File: src/rtl/align_pkg.sv
// Shared alignment constants: edit-op codes, direction-word encodings and the
// traceback FSM state encoding. The PE direction logic uses the same values.
package align_pkg;

  localparam int DIR_W    = 5;
  localparam int DIAG_BIT = 4;

  localparam logic [1:0] OP_NONE = 2'b00;
  localparam logic [1:0] OP_M    = 2'b01;
  localparam logic [1:0] OP_I    = 2'b10;
  localparam logic [1:0] OP_D    = 2'b11;

  localparam logic [DIR_W-1:0] DIR_F     = 5'b00011;
  localparam logic [DIR_W-1:0] DIR_F_HAT = 5'b01011;
  localparam logic [DIR_W-1:0] DIR_E     = 5'b00111;
  localparam logic [DIR_W-1:0] DIR_E_HAT = 5'b01111;

  typedef enum logic [2:0] {
    ST_IDLE  = 3'd0,
    ST_READ  = 3'd1,
    ST_WAIT  = 3'd2,
    ST_EMIT  = 3'd3,
    ST_FLUSH = 3'd4,
    ST_DONE  = 3'd5
  } tb_state_e;

endpackage

File: src/rtl/traceback_unit_dir_decode.sv
// Direction-word decoder: maps one stored direction word to the edit op it
// implies, the coordinate steps it takes, and whether the word is illegal.
module dir_decode
  import align_pkg::*;
#(
  parameter int DIRECTION_WIDTH = DIR_W
) (
  input  logic [DIRECTION_WIDTH-1:0] word,
  output logic [1:0]                 op_code,
  output logic                       dx,
  output logic                       dy,
  output logic                       illegal
);

  // Diagonal bit wins; otherwise only the four gap encodings are legal.
  always_comb begin
    op_code = OP_NONE;
    dx      = 1'b0;
    dy      = 1'b0;
    illegal = 1'b0;
    if (word[DIAG_BIT]) begin
      op_code = OP_M;
      dx      = 1'b1;
      dy      = 1'b1;
    end else if (word == DIRECTION_WIDTH'(DIR_F) || word == DIRECTION_WIDTH'(DIR_F_HAT)) begin
      op_code = OP_I;
      dx      = 1'b1;
    end else if (word == DIRECTION_WIDTH'(DIR_E) || word == DIRECTION_WIDTH'(DIR_E_HAT)) begin
      op_code = OP_D;
      dy      = 1'b1;
    end else begin
      illegal = 1'b1;
    end
  end

endmodule

File: src/rtl/traceback_unit.sv
// Traceback unit: walks the direction memory from a start cell back toward the
// origin and streams M/I/D edit ops over a valid/ready handshake. Coordinates
// are held 1-based so that zero means "past the matrix boundary".
module traceback_unit
  import align_pkg::*;
#(
  parameter int ADDRESS_WIDTH   = 8,
  parameter int DIRECTION_WIDTH = DIR_W,
  parameter int RD_LATENCY      = 1
) (
  input  logic                       clk,
  input  logic                       reset_i,
  input  logic                       start_i,
  input  logic [ADDRESS_WIDTH-1:0]   start_x_i,
  input  logic [ADDRESS_WIDTH-1:0]   start_y_i,
  input  logic                       local_mode_i,
  output logic                       rd_en_o,
  output logic [2*ADDRESS_WIDTH-1:0] rd_addr_o,
  input  logic [DIRECTION_WIDTH-1:0] rd_data_i,
  output logic                       op_valid_o,
  output logic [1:0]                 op_code_o,
  input  logic                       op_ready_i,
  output logic [ADDRESS_WIDTH+1:0]   op_count_o,
  output logic                       busy_o,
  output logic                       done_o,
  output logic                       error_o
);

  localparam int CW = ADDRESS_WIDTH + 1;
  localparam int NW = ADDRESS_WIDTH + 2;
  localparam int LW = 2;

  tb_state_e      state_q, state_d;
  logic [CW-1:0]  xi_q, xi_d;
  logic [CW-1:0]  yi_q, yi_d;
  logic           local_q, local_d;
  logic [LW-1:0]  wcnt_q, wcnt_d;
  logic [1:0]     code_q, code_d;
  logic           dx_q, dx_d;
  logic           dy_q, dy_d;
  logic           valid_q, valid_d;
  logic [NW-1:0]  cnt_q, cnt_d;
  logic           err_q, err_d;
  logic           rd_en;
  logic [2*ADDRESS_WIDTH-1:0] rd_addr;

  logic [1:0]     dec_op;
  logic           dec_dx;
  logic           dec_dy;
  logic           dec_illegal;

  // Op counter holds at all-ones instead of wrapping.
  function automatic logic [NW-1:0] sat_inc(input logic [NW-1:0] v);
    return (&v) ? v : v + NW'(1);
  endfunction

  dir_decode #(
    .DIRECTION_WIDTH(DIRECTION_WIDTH)
  ) u_dir_decode (
    .word    (rd_data_i),
    .op_code (dec_op),
    .dx      (dec_dx),
    .dy      (dec_dy),
    .illegal (dec_illegal)
  );

  // Next-state, datapath updates and read strobe for the traceback walk.
  always_comb begin
    state_d = state_q;
    xi_d    = xi_q;
    yi_d    = yi_q;
    local_d = local_q;
    wcnt_d  = wcnt_q;
    code_d  = code_q;
    dx_d    = dx_q;
    dy_d    = dy_q;
    valid_d = valid_q;
    cnt_d   = cnt_q;
    err_d   = err_q;
    rd_en   = 1'b0;
    rd_addr = '0;
    case (state_q)
      ST_IDLE: begin
        if (start_i) begin
          xi_d    = {1'b0, start_x_i} + CW'(1);
          yi_d    = {1'b0, start_y_i} + CW'(1);
          local_d = local_mode_i;
          cnt_d   = '0;
          err_d   = 1'b0;
          state_d = ST_READ;
        end
      end
      ST_READ: begin
        if (xi_q != '0 && yi_q != '0) begin
          // xi/yi are nonzero here, so the low bits minus one equal the cell index.
          rd_en   = 1'b1;
          rd_addr = {xi_q[ADDRESS_WIDTH-1:0] - ADDRESS_WIDTH'(1),
                     yi_q[ADDRESS_WIDTH-1:0] - ADDRESS_WIDTH'(1)};
          wcnt_d  = '0;
          state_d = ST_WAIT;
        end else if ((xi_q == '0 && yi_q == '0) || local_q) begin
          state_d = ST_DONE;
        end else begin
          // One axis is exhausted: the remaining leading gap is flushed without reads.
          valid_d = 1'b1;
          code_d  = (xi_q == '0) ? OP_D : OP_I;
          state_d = ST_FLUSH;
        end
      end
      ST_WAIT: begin
        if (wcnt_q == LW'(RD_LATENCY - 1)) begin
          if (dec_illegal) begin
            err_d   = 1'b1;
            state_d = ST_DONE;
          end else begin
            code_d  = dec_op;
            dx_d    = dec_dx;
            dy_d    = dec_dy;
            valid_d = 1'b1;
            state_d = ST_EMIT;
          end
        end else begin
          wcnt_d = wcnt_q + LW'(1);
        end
      end
      ST_EMIT: begin
        if (op_ready_i) begin
          valid_d = 1'b0;
          xi_d    = xi_q - CW'(dx_q);
          yi_d    = yi_q - CW'(dy_q);
          cnt_d   = sat_inc(cnt_q);
          state_d = ST_READ;
        end
      end
      ST_FLUSH: begin
        if (xi_q == '0 && yi_q == '0) begin
          valid_d = 1'b0;
          state_d = ST_DONE;
        end else if (op_ready_i) begin
          cnt_d = sat_inc(cnt_q);
          if (code_q == OP_D) begin
            yi_d = yi_q - CW'(1);
          end else begin
            xi_d = xi_q - CW'(1);
          end
          if (xi_d == '0 && yi_d == '0) begin
            valid_d = 1'b0;
            state_d = ST_DONE;
          end
        end
      end
      ST_DONE: begin
        state_d = ST_IDLE;
      end
      default: begin
        state_d = ST_IDLE;
      end
    endcase
  end

  // State and datapath registers; reset aborts any walk in progress.
  always_ff @(posedge clk or negedge reset_i) begin
    if (!reset_i) begin
      state_q <= ST_IDLE;
      xi_q    <= '0;
      yi_q    <= '0;
      local_q <= 1'b0;
      wcnt_q  <= '0;
      code_q  <= OP_NONE;
      dx_q    <= 1'b0;
      dy_q    <= 1'b0;
      valid_q <= 1'b0;
      cnt_q   <= '0;
      err_q   <= 1'b0;
    end else begin
      state_q <= state_d;
      xi_q    <= xi_d;
      yi_q    <= yi_d;
      local_q <= local_d;
      wcnt_q  <= wcnt_d;
      code_q  <= code_d;
      dx_q    <= dx_d;
      dy_q    <= dy_d;
      valid_q <= valid_d;
      cnt_q   <= cnt_d;
      err_q   <= err_d;
    end
  end

  assign rd_en_o    = rd_en;
  assign rd_addr_o  = rd_addr;
  assign op_valid_o = valid_q;
  assign op_code_o  = code_q;
  assign op_count_o = cnt_q;
  assign busy_o     = (state_q != ST_IDLE);
  assign done_o     = (state_q == ST_DONE);
  assign error_o    = err_q;

endmodule

File: config.mk
export PLATFORM = sky130hd
export DESIGN_NAME = traceback_unit
export DESIGN_NICKNAME = d
export VERILOG_FILES = /design/src/rtl/align_pkg.sv /design/src/rtl/traceback_unit_dir_decode.sv /design/src/rtl/traceback_unit.sv
export SDC_FILE = /design/constraint.sdc
export NUM_CORES = 1
export LEC_CHECK = 0
export ABC_CLOCK_PERIOD_IN_PS = 3200
export CAP_MARGIN = 20
export CORE_UTILIZATION = 45
export CTS_CLUSTER_SIZE = 28
export DETAILED_ROUTE_END_ITERATION = 10
export DONT_BUFFER_PORTS = 1
export SLEW_MARGIN = 20
export SYNTH_ARGS = -nofsm -noshare
export SYNTH_HDL_FRONTEND = slang
export SYNTH_SLANG_ARGS = --single-unit
export TNS_END_PERCENT = 10
File: constraint.sdc
create_clock -name clk -period 3.2 [get_ports clk]
set_clock_uncertainty 0.1 [all_clocks]
set_input_delay 0.48 -clock clk [delete_from_list [all_inputs] [get_ports clk]]
set_output_delay 0.48 -clock clk [all_outputs]
set_load 0.005 [all_outputs]
Word level (Yosys, flattened, before mapping). Cells that the tools add are included.

$add $sub $neg: 10. Equality and inequality tests: 23. Multiplexer cells: 70. Bitwise gates (word level): 1. Reduce and logical (&&, ||, !) cells: 29.

Operators by type and width (count): 9-bit 2-to-1 mux (16); 9-bit one-hot mux with 3 select lines (2); 10-bit 2-to-1 mux (4); 9-bit zero test (4); 16-bit 2-to-1 mux (2); 10-bit one-hot mux with 3 select lines (1); 3-bit 2-to-1 mux (8); 1-bit 2-to-1 mux (23); 2-bit inequality test (second input constant) (11); 8-bit by 1-bit adder with 9-bit output (second input constant) (2); 2-bit 2-to-1 mux (9); 9-bit nonzero test (2); 9-bit by 1-bit subtractor with 9-bit output (2); 9-bit by 1-bit subtractor with 9-bit output (second input constant) (2); 8-bit by 1-bit subtractor with 8-bit output (second input constant) (2); 3-bit one-hot mux with 5 select lines (1); 5-bit AND reduction (3); 10-bit by 1-bit adder with 10-bit output (second input constant) (1); 5-bit by 4-bit equality test with 1-bit output (second input constant) (2); 10-bit AND reduction (1); 3-bit AND reduction (3); 2-bit one-hot mux with 2 select lines (2); 8-bit AND reduction (1); 3-bit by 2-bit equality test with 1-bit output (second input constant) (2); 19 further kinds (27).

Register bits: 40. Bits of input ports: 26. Logic and storage cells: 144.

Depth between registers and ports, before layout. Gate-level depths: netlist of the first run.

Word-level depth: 11. Depth in mapped cells: 10. Mapped depth without buffers: 8.

Cells and area by module. From an unflattened synthesis of the first run, not the netlist that was laid out.

Cell total of the unflattened synthesis: 463. Area total of the unflattened synthesis: 3686.0 µm².

Modules (own cells, without submodules): traceback_unit (times used 1, cells each 457, area an instance 3649.8 µm²); dir_decode (times used 1, cells each 6, area an instance 36.3 µm²).

Least setup slack after synthesis of the first run. Ideal clock, no wire load.

Path kind: register to output. Start: register yi_q[0]. End: output rd_addr_o[10]. Arrival: 1953 ps. Data required time: 2620 ps. Setup slack: 667 ps. Stages on the path, launching flop included: 9. Cells stage by stage: dfrtp_1 > buf_6 > inv_1 > ha_1 > nor3b_4 > nand4b_2 > nand3_1 > clkbuf_1 > nor2_1.

Cells in the longest elaborated chain, start to end: 4.

RTL lines: start, declared (RTL line traceback_unit.sv:35) `logic [CW-1:0] yi_q, yi_d;`; start signal, assigned (RTL line traceback_unit.sv:178) `yi_q <= yi_d;`; 9-bit nonzero test (RTL line traceback_unit.sv:94) `if (xi_q != '0 && yi_q != '0) begin`; 1-bit logical AND (RTL line traceback_unit.sv:94); 16-bit 2-to-1 mux (RTL line traceback_unit.sv:94); 16-bit 2-to-1 mux (RTL line traceback_unit.sv:82) `case (state_q)`; end, declared (RTL line traceback_unit.sv:18) `output logic [2*ADDRESS_WIDTH-1:0] rd_addr_o,`.

No other way between the ends.

Worst setup path after layout of the first run.
Start: register yi_q[0]. End: register yi_q[3].

Cells in the longest elaborated chain, start to end: 8. Elaborated cells on any way between the ends: 14.

RTL lines: 9-bit by 1-bit subtractor with 9-bit output (RTL line traceback_unit.sv:142) `yi_d = yi_q - CW'(1);`; 9-bit 2-to-1 mux (RTL line traceback_unit.sv:141) `if (code_q == OP_D) begin`; 9-bit 2-to-1 mux (RTL line traceback_unit.sv:139) `end else if (op_ready_i) begin`; 9-bit 2-to-1 mux (RTL line traceback_unit.sv:136) `if (xi_q == '0 && yi_q == '0) begin`; 9-bit 2-to-1 mux (RTL line traceback_unit.sv:82); 9-bit 2-to-1 mux (RTL line traceback_unit.sv:139); 9-bit 2-to-1 mux (RTL line traceback_unit.sv:136); 9-bit one-hot mux with 3 select lines (RTL line traceback_unit.sv:82).

Parallel ways exist; a longest one is shown, timed or not. The select of a mux whose other input is x is not followed. A chain may end at the register's enable or synchronous reset.

==> results.cfg, run 1 <==
[outcome]
status = completed

[sta]
period_share = 0.928
timing.final.hold_violations = 0
finalSetupViolCount = 0
timing.slew.headroom = 0.505
worstMarginPinSlew_ns = 0.742
finalSetupTns_ns = 0
finalMaxSlewViolations = 0
setup_ws_ns = 0.232
rsz0062_at_grt = false
finalCriticalPeriod_ns = 2.97
fmax_mhz = 337

[cts]
cts_buffers = 5
clk_latency_ns = 0.31
postCtsSetupRepairBufs = 0
htree_levels = 2
cts.reportedPaths.clkPinSlew_ns = 0.09
clockBufferDepth = 2
cts_sinks = 40
cts-root-buf = clkbuf_8
cts_tree = yes

[die]
rows = 32
start_util = 0.467
ioPinCount = 59
dieArea_um2 = 8420
core-area_um2 = 7770
die_w_um = 91.8
die_h_um = 91.8

[critical_path]
timing.rr.start = yi_q[0]
crit_slowest_cell = or2_0
required_ns = 3.29
path_max_fanout = 9
cp-start-kind = flop
path_cells = inv_1, ha_1, nor3b_4, nand4b_2, o211a_4, or2_0, o2111ai_2, a221o_1
cpPeakStageDelay_ns = 0.59
cp.arrival_ns = 3.06
critPathKind = reg2reg
end_kind = flop
crit_start = yi_q[0]

[finish]
syn2layout_area_growth_pct = 5.00
multi_input_area_um2 = 2410
antenna-diode-count = 0
layout-drive-gt1-share = 0.0844
fin_nets = 486
filler_cell_count = 786
regArea_um2 = 1000

[logic_synthesis]
yosysWarnings = 0
synth_top_flop_cell = dfrtp_1
syn-cell-area_um2 = 3630
postSynthCellCount = 461
synth_most_common_cell = nor2_1
synth_top_area_frac = 0.276
synthTopCellsByCount = nor2_1, dfrtp_1, nand2_1
synth-async-reset-ratio = 1.00
avgSynthCellArea_um2 = 7.87
synth-edff-count = 0
yosysTopAreaCell = dfrtp_1
ys_top_cells_by_area = dfrtp_1, xnor2_1, nor2_1
synth_seq_area_share = 0.276
ys_types = 70
synthesis.nets = 498
synth_seq_cells = 40

[pwr]
power_w = 0.00344
leakage_nw = 1.46
power_density_nw_per_um2 = 903
peakVddDrop_mv = 0.397

[routing]
ant_nets = 0
vias_per_cell = 6.37
drt_iter0_markers = 232
wire_per_inst_um = 18.9
wl_mm = 10.4
vias = 3514
first_pass_iters = 5
drc = 0

[job]
maxCapViolCount = 0

[place]
io_buffers = 0
pre_cts_slack_ns = 0.334
hpwl_mm = 7.55
gp_congestion = 0.886

[grt]
grt_antenna_before_repair = 0
grt_pass1_vias = 3324
grt_max_degree = 41
track_usage = 0.254
overflow = 0
grt_pass1_wl_mm = 16.9

[hold_path]
holdCritStartpoint = local_mode_i
min_path_type = in2reg
==> worst max-delay path: cells and delay by family, from the launching register on <==
family | cells | cell delay [ns]
adders and majority gates | 1 | 0.25
buffers and inverters | 1 | 0.13
AOI/OAI and AO/OA | 3 | 0.85
DFF | 1 | 0.52
and+or+nand+nor | 3 | 1.00
==> flip-flops by register name (all words and copies together) (netlist names) <==
name	cells
op_count_o	10
error_o	1
yi_q	9
state_q	3
dx_q	1
wcnt_q	2
local_q	1
xi_q	9
op_code_o	2
op_valid_o	1
dy_q	1
==> layout by cell type (no fill, tap or decap), types with 13 or more instances in the layout <==
cell type and n:
xnor2_1 22, dfrtp_1 40, nand3_1 32, nor3_1 16
nand2_1 39, a21oi_1 27, xor2_1 13, o21ai_1 21
inv_1 13, nor2_1 46
==> layer usage <==
layer,part of all wire,wire length [um],track usage
met5,0,0,0
met4,0.022,232,0.0872
met3,0.055,575,0.0498
met2,0.47,4950,0.418
met1,0.45,4660,0.332
==> cell type report <==
| class | count | share of cell area |
|---|---|---|
| Inverter | 13 | 0.0128 |
| Tap cell | 102 | 0.0335 |
| Clock inverter | 2 | 0.00394 |
| Timing Repair Buffer | 13 | 0.0315 |
| Multi-Input combinational cell | 376 | 0.634 |
| Sequential cell | 40 | 0.263 |
| Clock buffer | 6 | 0.0217 |
==> path summary, 6_finish.rpt <==
| kind | end | slack (ns) | cells after the start |
|---|---|---|---|
| worst max register to register | yi_q[3] | 0.23 | 8 |
| worst max-delay path | yi_q[3] | 0.23 | 8 |
| min in group asynchronous | op_count_o[1] | 0.57 | 2 |
| worst min-delay path | local_q | 0.19 | 2 |
| max in group asynchronous | xi_q[1] | 2.22 | 2 |
| worst min register to register | dx_q | 0.40 | 1 |
==> kinds of logic (layout without fill, tap and decap cells) <==
logic type / Yosys count / count (layout) / synth area share
and+or+nand+nor: 196 / 196 / 0.288
muxes: 2 / 2 / 0.00586
xor gates and xnor gates: 35 / 35 / 0.0845
AOI/OAI and AO/OA: 132 / 132 / 0.248
DFF: 40 / 40 / 0.276
adders and majority gates: 11 / 11 / 0.0379
buffers and inverters: 45 / 34 / 0.0600
==> metrics by stage <==
step / hold slack, ns / utilization / instances / instance area (um2)
floorplan: 0.0844 / - / 461 / 3630
global placement: 0.0854 / 0.472 / 542 / 3670
detailed placement: 0.0853 / 0.472 / 542 / 3670
CTS: 0.186 / 0.490 / 552 / 3800
global route: 0.186 / 0.490 / 552 / 3810
finish: 0.189 / 0.490 / 552 / 3810
==> what timing repair did <==
action | in CTS | in global routing
gates resized for setup | 0 | 1
hold buffers | 2 | 0
endpoints found under the hold margin | 40 | 0
setup endpoints to repair | 0 | 12
==> where the power goes <==
part           total [W]  internal (W)  switching, W  leakage [nW]
logic            0.00198      0.000765       0.00122         0.905
registers        0.00107      0.000673      0.000401         0.509
clock network   0.000384      0.000175      0.000209        0.0434
total            0.00344       0.00161       0.00183          1.46
Note: power is estimated with default switching activity, not from simulation.
==> inputs of run 2 (changes only) <==
Settings changed: ABC_CLOCK_PERIOD_IN_PS 3200 to 3800, CORE_UTILIZATION 45 to 40.
Clock period 3.2 ns to 3.8 ns, I/O delays scaled along.
==> run 2 against run 1 <==
  * The flow now finishes with violations (negative hold slack)
  * Design area decreased by 0.82%
  * Final cell count increased by 0.18%
  * Via count decreased by 0.83%
  * Die area increased by 12%
  * Non-clock buffer count decreased by 5
  * Power decreased by 16%
  * Clock power decreased by 6.0%
  * Largest cell class unchanged
==> results.cfg, run 2 (same netlist as run 1, synthesis figures left out) <==
[sta]
timing.final.hold_violations = 2
finalSetupViolCount = 0
fmax_mhz = 299
period_share = 0.881
finalCriticalPeriod_ns = 3.35
timing.slew.headroom = 0.314
rsz0062_at_grt = false
finalSetupTns_ns = 0
worstMarginPinSlew_ns = 1.03
finalMaxSlewViolations = 0
holdWs_ns = -0.00395

[pwr]
p_sw_frac = 0.525
combPwrFrac = 0.562
leakage_nw = 1.44
power_density_nw_per_um2 = 764
peakVddDrop_mv = 0.359
power.internal_w = 0.00137
power_frac_clock = 0.125
sequentialPowerShare = 0.313
power_w = 0.00289
switchingPower_w = 0.00151

[die]
start_util = 0.414
rows = 34
ioPinCount = 59
core-area_um2 = 8760
die_h_um = 97.2
dieArea_um2 = 9450
die_w_um = 97.2

[cts]
cts-root-buf = clkbuf_8
cts_resized = 0
cts_tree = yes
clockBufferDepth = 2
cts_buffers = 5
cts_hold_buf = 1
cts.reportedPaths.clkPinSlew_ns = 0.10
postCtsSetupRepairBufs = 0
cts_sinks = 40
htree_levels = 2
clk_latency_ns = 0.31

[critical_path]
cp_num_buf_inv = 2
cp-start-kind = flop
critPathKind = reg2out
required_ns = 3.13
crit_family = simple AND/OR/NAND/NOR gates
crit_slowest_cell = dfrtp_1
path_max_fanout = 11
cp.arrival_ns = 2.68
cpPeakStageDelay_ns = 0.49
end_kind = primary output
path_cells = inv_1, ha_1, nor3b_4, nand4b_2, nand3_1, buf_4, nor2_1

[job]
maxCapViolCount = 0

[hold_path]
min_path_type = in2async

[grt]
track_usage = 0.218
grt_pass1_vias = 3302
overflow = 0
grt_max_degree = 41
grtUsageMet2 = 0.362
grt_use_met3 = 0.0353
grt_pass1_wl_mm = 16.9
grt_util_met1 = 0.292
grt_antenna_before_repair = 0
busiest_layer = met2

[place]
dpl-instance-area_um2 = 3650
gp_congestion = 0.922
io_buffers = 0
hpwl_mm = 7.44

[outcome]
status = finished with violations
violations = negative hold slack

[routing]
drc = 0
vias = 3485
wl_mm = 10.3
drt_iter0_markers = 251
ant_nets = 0
wire_per_inst_um = 18.6
first_pass_iters = 5
vias_per_cell = 6.30

[finish]
layout-drive-gt1-share = 0.0742
final_area_um2 = 3780
antenna-diode-count = 0
syn2layout_area_growth_pct = 4.14
largest_reg_flops = 10
layout_commonest_cell = nor2_1
layout_common_cells = nor2_1, dfrtp_1, nand2_1
fin_nets = 481
## run 2: changes by cell type in the layout (fill, tap and decap cells not counted)
cell | previous run | this run
dlygate4sd3_1 | 1 | 0
clkinv_2 | 0 | 1
clkbuf_8 | 6 | 5
buf_12 | 0 | 1
clkinvlp_4 | 2 | 1
bufinv_16 | 0 | 1
buf_4 | 11 | 7
nand3_1 | 32 | 33
buf_16 | 1 | 0
nand3_2 | 1 | 0
## run 2: worst paths after layout
path | start | endpoint | slack (ns) | depth (start not counted)
setup reg to reg | state_q[0] | op_count_o[9] | 0.79 | 6
min in group clk | local_mode_i | local_q | 0.29 | 2
hold reg to reg | dx_q | dx_q | 0.40 | 1
max in group asynchronous | reset_i | xi_q[3] | 3.39 | 1
hold / removal | reset_i | op_count_o[0] | -0.004 | 1
setup / recovery | yi_q[0] | rd_addr_o[1] | 0.45 | 7
## run 2: power groups by stage
| stage | Sequential, W | Clock [W] | Combinational (W) |
|---|---|---|---|
| 6_report | 0.000904 | 0.000361 | 0.00162 |
| 4_1_cts | 0.000895 | 0.000367 | 0.00161 |
| 2_1_floorplan | 0.000667 | 0 | 0.00149 |
| 3_5_place_dp | 0.000904 | 0 | 0.00159 |
| 3_3_place_gp | 0.000900 | 0 | 0.00157 |
| 5_1_grt | 0.000940 | 0.000385 | 0.00180 |
## run 2: through the flow
step	setup slack, ns	instances	utilization
after floorplan	1.18	461	-
after global placement	0.822	544	0.416
after detailed placement	0.792	544	0.416
after CTS	0.461	553	0.431
after global routing	0.255	553	0.431
final	0.451	553	0.431
## run 2: worst register-to-register path: stages (launching register included)
cell and delay (ns):
dfrtp_1 0.52, and3b_1 0.43, nor2_1 0.86, or3_1 0.30, o21ai_4 0.14, or4_1 0.43, a21oi_1 0.16
## run 2: layout make-up
class / count / area, um2
multi-input cells: 376 / 2410
repair buffers: 8 / 72.6
inverters: 13 / 48.8
flip-flops and latches: 40 / 1000
well taps: 108 / 135
clock inverters: 3 / 42.5
fillers: 886 / 4990
clock buffers: 5 / 68.8
## run 2: per-layer routing
metal | wire length, um | part of all wire | vias to the layer above
met5 | 0 | 0 | -
met4 | 194 | 0.019 | 0
met3 | 682 | 0.066 | 21
met2 | 4910 | 0.48 | 134
met1 | 4520 | 0.44 | 1652
li1 | - | - | 1678
==> inputs of run 3 (changes only) <==
Settings changed: ABC_CLOCK_PERIOD_IN_PS 3800 to unset, CORE_UTILIZATION 40 to 65, PLACE_DENSITY set to 0.81.
==> run 3 against run 2 <==
  * The run still ends with negative hold slack left
  * Highest routed layer unchanged
  * Critical path type unchanged
  * Largest power group unchanged
  * Register-to-register slack worse by 0.02 ns
  * Maximum frequency rose by 1.3%
  * Sequential power fell by 0.4%
  * Combinational power is essentially flat
==> results.cfg, run 3 (same netlist as run 1, synthesis figures left out) <==
[die]
die_h_um = 76.7
rows = 26
core-area_um2 = 5240
die_w_um = 76.7
ioPinCount = 59
start_util = 0.693
dieArea_um2 = 5880

[grt]
overflow = 0
grt_pass1_wl_mm = 16.4
track_usage = 0.349
grt_max_degree = 41
grt_pass1_vias = 3466
grt_antenna_before_repair = 0

[finish]
filler_cell_count = 418
antenna-diode-count = 0
layout_commonest_cell = nor2_1
largest_reg_flops = 10
fin_nets = 481
layout_common_cells = nor2_1, dfrtp_1, nand2_1
final_area_um2 = 3760
final_cells = 514
syn2layout_area_growth_pct = 3.66
multi_input_area_um2 = 2410
regArea_um2 = 1000
layout-drive-gt1-share = 0.0721

[pwr]
leakage_nw = 1.45
combPwrFrac = 0.553
power.internal_w = 0.00146
sequentialPowerShare = 0.305
peakVddDrop_mv = 0.438
power_frac_clock = 0.142
switchingPower_w = 0.00149
p_sw_frac = 0.506
power_density_nw_per_um2 = 786

[critical_path]
required_ns = 3.13
crit_slowest_cell = dfrtp_1
cp-start-kind = flop
end_kind = primary output
path_max_fanout = 9
path_cells = inv_1, ha_1, nor3b_4, nand4b_2, nand3_1, buf_4, nor2_1
rrSetupSlack_ns = 0.77
cpPeakStageDelay_ns = 0.50
crit_start = yi_q[0]
cp.arrival_ns = 2.64
timing.rr.start = yi_q[0]
critPathKind = reg2out
crit_family = simple AND/OR/NAND/NOR gates
cp_num_buf_inv = 2

[outcome]
violations = negative hold slack
status = finished with violations

[job]
maxCapViolCount = 0

[routing]
vias = 3558
wire_per_inst_um = 18.6
drc = 0
first_pass_iters = 5
ant_nets = 0
vias_per_cell = 6.92
drt_iter0_markers = 524
wl_mm = 9.58

[place]
hpwl_mm = 6.88
io_buffers = 0
placed_cells_incl_taps = 506
dpl-instance-area_um2 = 3610
gp_congestion = 0.927

[sta]
finalCriticalPeriod_ns = 3.31
timing.slew.headroom = 0.554
worstMarginPinSlew_ns = 0.669
finalSetupViolCount = 0
holdWs_ns = -0.00437
finalSetupTns_ns = 0
rsz0062_at_grt = false
timing.final.hold_violations = 9
fmax_mhz = 302
finalMaxSlewViolations = 0
period_share = 0.870

[cts]
clockBufferDepth = 2
cts_buffers = 5
clk_latency_ns = 0.31
cts-root-buf = clkbuf_8
cts_sinks = 40
cts_resized = 0
cts.reportedPaths.clkPinSlew_ns = 0.09
cts_tree = yes
htree_levels = 2

[hold_path]
min_path_type = in2async
[run 3: changes by cell type in the layout (fill, tap and decap cells not counted)]
| cell | delta |
|---|---|
| buf_12 | +1 |
| buf_4 | -1 |
| bufinv_16 | +1 |
| clkinv_2 | -1 |
| clkinvlp_4 | -1 |
[run 3: worst register-to-register path, stage by stage (launching register included)]
cell,delay (ns)
dfrtp_1,0.50
inv_1,0.16
ha_1,0.36
nor3b_4,0.34
nand4b_2,0.29
o211a_4,0.35
nor2_2,0.42
buf_12,0.23
nor3_1,0.08
a21oi_1,0.14
[run 3: worst paths after layout]
check | cells past startpoint | end
min in group clk | 2 | local_q
max in group asynchronous | 1 | dy_q
min reg2reg | 1 | dx_q
max reg2reg | 9 | xi_q[5]
max | 7 | rd_addr_o[10]
min | 1 | xi_q[5]
[run 3: area by class of cell]
type | instances | share of cell area
inverter | 13 | 0.0130
clock buffer | 5 | 0.0183
multi-input combinational | 376 | 0.641
timing repair buffer | 8 | 0.0226
tap | 70 | 0.0233
clock inverter | 2 | 0.0160
sequential | 40 | 0.266
[run 3: power by group through the flow]
| stage | Combinational (W) | Sequential, W | Clock [W] |
|---|---|---|---|
| 2_1_floorplan | 0.00149 | 0.000667 | 0 |
| 3_3_place_gp | 0.00155 | 0.000887 | 0 |
| 3_5_place_dp | 0.00159 | 0.000893 | 0 |
| 4_1_cts | 0.00161 | 0.000886 | 0.000428 |
| 5_1_grt | 0.00181 | 0.000926 | 0.000442 |
| 6_report | 0.00163 | 0.000900 | 0.000420 |
[run 3: routing by layer]
metal,routed length [um],track usage
met1,3920,0.446
met2,4600,0.558
met3,814,0.0726
met4,239,0.173
met5,0,0
[run 3: stage by stage]
stage	worst slack [ns]	power, W	hold slack, ns	utilization
5_1_grt	0.263	0.00318	0.0121	0.718
4_1_cts	0.530	0.00292	0.00330	0.718
3_5_place_dp	0.826	0.00248	0.176	0.689
6_report	0.493	0.00296	-0.00437	0.718
2_1_floorplan	1.18	0.00215	0.174	-
3_3_place_gp	0.911	0.00244	0.175	0.689
[run 3: repair_timing]
action,4_1_cts,5_1_grt
hold buffers,1,0
setup buffers,0,0
endpoints found under the hold margin,40,0
